===== config.mk =====
export PLATFORM = sky130hd
export DESIGN_NAME = ram_port_arbiter
export DESIGN_NICKNAME = d
export VERILOG_FILES = /design/src/rtl/ram_port_arbiter.sv
export SDC_FILE = /design/constraint.sdc
export NUM_CORES = 1
export LEC_CHECK = 0
export ABC_CLOCK_PERIOD_IN_PS = 1880
export BUFFER_PORTS_ARGS = -buffer_cell sky130_fd_sc_hd__buf_2
export CAP_MARGIN = 20
export CORE_UTILIZATION = 42
export DETAILED_ROUTE_END_ITERATION = 8
export MAX_ROUTING_LAYER = met4
export PLACE_DENSITY = 0.81
export SYNTH_ARGS = -nofsm -noshare
export SYNTH_HDL_FRONTEND = slang
export SYNTH_SLANG_ARGS = --single-unit

===== constraint.sdc =====
create_clock -name clk -period 1.88 [get_ports clk]
set_input_delay 0.188 -clock clk [delete_from_list [all_inputs] [get_ports clk]]
set_output_delay 0.188 -clock clk [all_outputs]
set_load 0.01 [all_outputs]

===== src/rtl/ram_port_arbiter.sv =====
// Two-requester arbiter sharing one single-port RAM (sync write, combinational read).
// Define RAM_ARB_FIXED_PRI_EN for fixed priority (requester 0 wins); default is round-robin with burst limit.
module ram_port_arbiter #(
  parameter int ADDRESS_SIZE = 10,
  parameter int DATA_SIZE    = 10,
  parameter int MAX_BURST    = 4
) (
  input  logic                    clk,
  input  logic                    rst,
  input  logic                    req0,
  input  logic                    we0,
  input  logic [ADDRESS_SIZE-1:0] addr0,
  input  logic [DATA_SIZE-1:0]    wdata0,
  output logic                    gnt0,
  output logic [DATA_SIZE-1:0]    rdata0,
  output logic                    rvalid0,
  input  logic                    req1,
  input  logic                    we1,
  input  logic [ADDRESS_SIZE-1:0] addr1,
  input  logic [DATA_SIZE-1:0]    wdata1,
  output logic                    gnt1,
  output logic [DATA_SIZE-1:0]    rdata1,
  output logic                    rvalid1,
  output logic [ADDRESS_SIZE-1:0] ram_address,
  output logic [DATA_SIZE-1:0]    ram_data_in,
  output logic                    ram_write,
  output logic                    ram_chip_select,
  input  logic [DATA_SIZE-1:0]    ram_data_out
);

  logic                    w_gnt0;
  logic                    w_gnt1;
  logic                    w_acc;
  logic                    r_ram_cs;
  logic                    r_ram_we;
  logic                    r_ram_sel;
  logic [ADDRESS_SIZE-1:0] r_ram_addr;
  logic [DATA_SIZE-1:0]    r_ram_din;
  logic [DATA_SIZE-1:0]    r_rdata0;
  logic [DATA_SIZE-1:0]    r_rdata1;
  logic                    r_rvalid0;
  logic                    r_rvalid1;

`ifdef RAM_ARB_FIXED_PRI_EN
  always_comb begin
    w_gnt0 = 1'b0;
    w_gnt1 = 1'b0;
    if (!rst) begin
      w_gnt0 = req0;
      w_gnt1 = req1 && !req0;
    end
  end
`else
  localparam logic [3:0] LP_MAX_BURST = 4'(MAX_BURST);

  // r_owner0=1 means requester 0 owns the current burst, so reset value 1 favours requester 0.
  logic       r_owner0;
  logic [3:0] r_count;
  logic       w_owner_wins;

  always_comb begin
    w_gnt0       = 1'b0;
    w_gnt1       = 1'b0;
    w_owner_wins = (r_count < LP_MAX_BURST);
    if (!rst) begin
      if (req0 && req1) begin
        w_gnt0 = w_owner_wins ? r_owner0 : !r_owner0;
        w_gnt1 = !w_gnt0;
      end else begin
        w_gnt0 = req0;
        w_gnt1 = req1;
      end
    end
  end

  always_ff @(posedge clk or posedge rst) begin
    if (rst) begin
      r_owner0 <= 1'b1;
      r_count  <= '0;
    end else if (w_gnt0 || w_gnt1) begin
      if (w_gnt0 == r_owner0) begin
        if (r_count != 4'hF) r_count <= r_count + 4'd1;
      end else begin
        r_owner0 <= w_gnt0;
        r_count  <= 4'd1;
      end
    end else begin
      r_count <= '0;
    end
  end
`endif

  assign w_acc = w_gnt0 || w_gnt1;

  always_ff @(posedge clk or posedge rst) begin
    if (rst) begin
      r_ram_cs   <= 1'b0;
      r_ram_we   <= 1'b0;
      r_ram_sel  <= 1'b0;
      r_ram_addr <= '0;
      r_ram_din  <= '0;
    end else begin
      r_ram_cs <= w_acc;
      r_ram_we <= w_acc && (w_gnt1 ? we1 : we0);
      if (w_acc) begin
        r_ram_sel  <= w_gnt1;
        r_ram_addr <= w_gnt1 ? addr1 : addr0;
        r_ram_din  <= w_gnt1 ? wdata1 : wdata0;
      end
    end
  end

  // Read data is captured at the end of the cycle the read is driven on the RAM port.
  always_ff @(posedge clk or posedge rst) begin
    if (rst) begin
      r_rdata0  <= '0;
      r_rdata1  <= '0;
      r_rvalid0 <= 1'b0;
      r_rvalid1 <= 1'b0;
    end else begin
      r_rvalid0 <= r_ram_cs && !r_ram_we && !r_ram_sel;
      r_rvalid1 <= r_ram_cs && !r_ram_we && r_ram_sel;
      if (r_ram_cs && !r_ram_we && !r_ram_sel) r_rdata0 <= ram_data_out;
      if (r_ram_cs && !r_ram_we && r_ram_sel)  r_rdata1 <= ram_data_out;
    end
  end

  assign gnt0            = w_gnt0;
  assign gnt1            = w_gnt1;
  assign rdata0          = r_rdata0;
  assign rdata1          = r_rdata1;
  assign rvalid0         = r_rvalid0;
  assign rvalid1         = r_rvalid1;
  assign ram_address     = r_ram_addr;
  assign ram_data_in     = r_ram_din;
  assign ram_write       = r_ram_we;
  assign ram_chip_select = r_ram_cs;

endmodule


# After elaboration in Yosys (flattened, before gate mapping)
# Index checks and enable logic that the tools add are counted.
# classes
n_addsub	1
magnitude_cmp	1
eq_ne	3
n_mux	11
bitwise_logic	1
reduce_logical	11
# ops
operator	n
$mux 10	2
$mux 4	3
$mux 1	6
$logic_and 1x1->1	5
$add 4x1->4 const B	1
$logic_not 1->1	4
$lt 4x3->1 const B	1
$ne 4x4->1 const B	1
$ne 3x2->1 const B	1
$reduce_and 2->1	1
$eq 1x1->1	1
$logic_or 1x1->1	1
$not 1->1	1
# word_totals
register_bits	50
input_bits	56
output_inout_bits	46
wordCells	39

# Depth between registers and ports, before layout
# depth
ltp_word	7
ltp_mapped	6
depth_no_buf	5

# Worst setup path after synthesis
# Ideal clock, no wire load.
# synth_path
path_type	in2reg
start	in rst
end	reg r_ram_addr[7], in the netlist ram_address[7]
setup_time_ps	77
arrival_ps	2160
t_required_ps	1803
slack_ps	-358
path_stages	6
path_buffers	1
cell_sequence	inv_1 > o21ai_1 > clkinv_1 > clkbuf_1 > nor2_1 > a21oi_1
# synth_via
elab_chain_cells	2
word_cells_on_any_way	4
classes_between	mux: 3; reduce/logical: 1
# synth_lines
item	line_no	text
start: declaration	9	input logic rst,
$mux 1	65	if (!rst) begin
$mux 10 or $logic_or 1x1->1 (tied branches)	107, 93	
end signal: assignment	107	r_ram_addr <= w_gnt1 ? addr1 : addr0;
end: declaration	37	logic [ADDRESS_SIZE-1:0] r_ram_addr;
# Several ways; a longest one is shown, not always the timed one.
# A chain may end at the register's enable or synchronous reset.

# Worst setup path after layout
# layout_path
start	reg r_count[3]
end	out gnt1
# layout_via
elab_chain_cells	5
# layout_lines
item	line_no	text
start: declaration	58	logic [3:0] r_count;
start signal: assignment	82	if (r_count != 4'hF) r_count <= r_count + 4'd1;
$lt 4x3->1	64	w_owner_wins = (r_count < LP_MAX_BURST);
$mux 1	67	w_gnt0 = w_owner_wins ? r_owner0 : !r_owner0;
$logic_not 1->1	68	w_gnt1 = !w_gnt0;
$mux 1	66	if (req0 && req1) begin
$mux 1	65	
end: declaration	21	output logic gnt1,
# No other way between the ends.

==> impl_metrics.env <==
export IMPL_drt_pass1_iterations=4
export IMPL_path_max_fanout=6
export IMPL_synth_warning_count=0
export IMPL_p_leak_nw=1.49
export IMPL_avgSynthCellArea_um2=10.7
export IMPL_grt_max_degree=38
export IMPL_num_io_pins=102
export IMPL_ys_types=28
export IMPL_area_delta_synth_final_pct=36.6
export IMPL_antenna_found_initial=0
export IMPL_via_per_inst=4.79
export IMPL_total_power_mw=2.88
export IMPL_rsz0062_at_grt="false"
export IMPL_yosys_top_cells_area="dfrtp_1 56%, mux2i_1 10%, nand2_1 6.2%"
export IMPL_grt_use_total_pct=19.2
export IMPL_detail_route_antenna_nets=0
export IMPL_fin_skew_ns=0.00889
export IMPL_synthTopCellsByCount="49 x dfrtp_1, 36 x nand2_1, 24 x a21oi_1, 24 x nor2_1, 22 x mux2i_1"
export IMPL_wl_per_cell_um=12.7
export IMPL_drv_slew=0
export IMPL_fill_cells=391
export IMPL_die_h_um=74.0
export IMPL_ys_flop_type="dfrtp_1"
export IMPL_netlist_instances=203
export IMPL_timing_hold_ws_ns=0.0786
export IMPL_relSlewSlack_pct=69.4
export IMPL_utilization_pct=61.4
export IMPL_outcome="finished, final reports clean"
export IMPL_clk_latency_ns=0.31
export IMPL_fin_crit_sh_pct=95.0
export IMPL_yosysSeqAreaShare_pct=57.5
export IMPL_vias=1819
export IMPL_wirelength_mm=4.84
export IMPL_final_setup_viol_count=0
export IMPL_ff2ff_setup_slack_ns=0.11
export IMPL_worstPathArrival_ns=1.60
export IMPL_final_cells=380
export IMPL_reg2reg_from="r_count[3]"
export IMPL_synth_top_cell_by_area="dfrtp_1"
export IMPL_ys_seq_elements=50
export IMPL_cts_buffers=5
export IMPL_die_width_um=74.0
export IMPL_htree_levels=2
export IMPL_synth_top_area_share_pct=56.3
export IMPL_crit_type="register to output port"
export IMPL_start_kind="register"
export IMPL_grt_pass1_wl_mm=7.69
export IMPL_core_mm2=0.00485
export IMPL_grt_pass1_vias=1776
export IMPL_numPlacedInstances=367
export IMPL_route_detailed_drc=0
export IMPL_fp_dieArea_mm2=0.00548
export IMPL_hold_violations=0
export IMPL_hold_end="rdata1[1]"
export IMPL_netlist_area_mm2=0.00218
export IMPL_required_ns=1.69
export IMPL_ys_async_sr_fraction_pct=100
export IMPL_dp_hpwl_mm=3.29
export IMPL_cts_root_buffer="clkbuf_8"
export IMPL_io_buffers=101
export IMPL_place_gp_congestion=0.761
export IMPL_tns_ns=0
export IMPL_peakVddDrop_mv=0.449
export IMPL_r2r_end="ram_address[6]"
export IMPL_num_antenna_cells=0
export IMPL_layout_nets=369
export IMPL_endpoint_kind="output port"
export IMPL_regArea_mm2=0.00125
export IMPL_hold_depth=3
export IMPL_synthesis_nets=260
export IMPL_holdCritStartpoint="ram_data_out[1]"
export IMPL_gr_total_overflow=0
export IMPL_period_needed_ns=1.79
export IMPL_synth_edff_count=0
export IMPL_clk_pin_slew_ns=0.10
export IMPL_cap_violations=0
export IMPL_worst_pin_slew_ns=0.459
export IMPL_drt_iter0_drc=71
export IMPL_yosysMostFrequentCell="dfrtp_1"
export IMPL_fmax_mhz=560
export IMPL_min_path_type="primary input to register"
export IMPL_powerDensity_mw_per_mm2=969
export IMPL_multiInputGateArea_um2=856
export IMPL_cts_tree="done"
export IMPL_initial_core_util_pct=44.9
export IMPL_clock_path_buffers=2
export IMPL_rr_worst_depth=6
export IMPL_drive_above_1_share_pct=44.1
export IMPL_clock_sinks=50
export IMPL_rows=25
==> layout make-up <==
cell class	count	share of cell area (%)
clock buffer	5	2.31
sequential	50	42.1
inverter	4	0.631
clock inverter	3	1.60
tap	67	2.82
timing repair buffer	113	21.8
multi-input combinational	138	28.8
==> critical path: stages, from the launching register on <==
cell and delay (ns):
dfrtp_2 0.44, or3_4 0.40, a31oi_4 0.20, buf_12 0.14
buf_2 0.12
==> layer usage <==
layer | vias to the layer above | part of all wire, % | global-route usage [%]
li1 | 906 | - | -
met1 | 834 | 45 | 22.7
met2 | 73 | 48 | 32.7
met3 | 6 | 5.5 | 4.34
met4 | 0 | 1.4 | 5.98
met5 | - | 0 | -
==> worst max path at each step <==
| stage | depth (start not counted) | endpoint | startpoint |
|---|---|---|---|
| after floorplan | 6 | ram_data_in[0] | rst |
| after global placement | 5 | ram_data_in[5] | r_count[3] |
| after detailed placement | 5 | ram_data_in[7] | r_count[3] |
| after CTS | 4 | gnt1 | r_count[3] |
| after global routing | 6 | ram_data_in[7] | r_count[3] |
| final | 4 | gnt1 | r_count[3] |
==> what timing repair did <==
action	in CTS	in global routing
hold buffers	1	0
gates cloned	1	0
setup endpoints to repair	1	19
gates resized for setup	1	1
buffers inserted	2	1
hold endpoints to repair	15	0
pin swaps	0	1
==> per-stage QoR <==
step           cell area [um2]  setup slack, ns
2_1_floorplan             2190           0.0568
6_report                  2980           0.0947
3_5_place_dp              2790            0.163
3_3_place_gp              2790            0.216
5_1_grt                   2980           0.0164
4_1_cts                   2970           0.0303
==> logic make-up after synthesis <==
| group | Yosys count | synth area share, % |
|---|---|---|
| and+or+nand+nor | 69 | 13.1 |
| DFF | 50 | 57.5 |
| AOI/OAI and AO/OA | 35 | 9.36 |
| muxes | 32 | 15.3 |
| buffers and inverters | 15 | 3.79 |
| xor gates and xnor gates | 1 | 0.402 |
| adders and majority gates | 1 | 0.574 |
==> state kept, by name, indices dropped and copies added (netlist names) <==
signal           cells
ram_address         10
rdata0              10
r_count              4
ram_chip_select      1
r_owner0             1
rvalid1              1
rvalid0              1
r_ram_sel            1
ram_write            1
ram_data_in         10
rdata1              10
==> cells in the final DEF (no fill, tap or decap), types with 2 or more instances in the layout <==
master      n
buf_2     101
dfrtp_1    48
nand2_1    36
nor2_1     24
a21oi_1    24
mux2i_1    21
mux2_2     10
buf_4       8
clkbuf_8    5
o21ai_1     2
inv_1       2
o21ai_0     2
nor3_1      2
nand3_1     2
buf_12      2
==> power by group <==
part	total, mW	switching [mW]	internal [mW]
Combinational	0.718	0.369	0.349
Sequential	1.38	0.108	1.28
Clock	0.782	0.379	0.404
Total	2.88	0.855	2.03
Power figures use the tool's default switching activity.
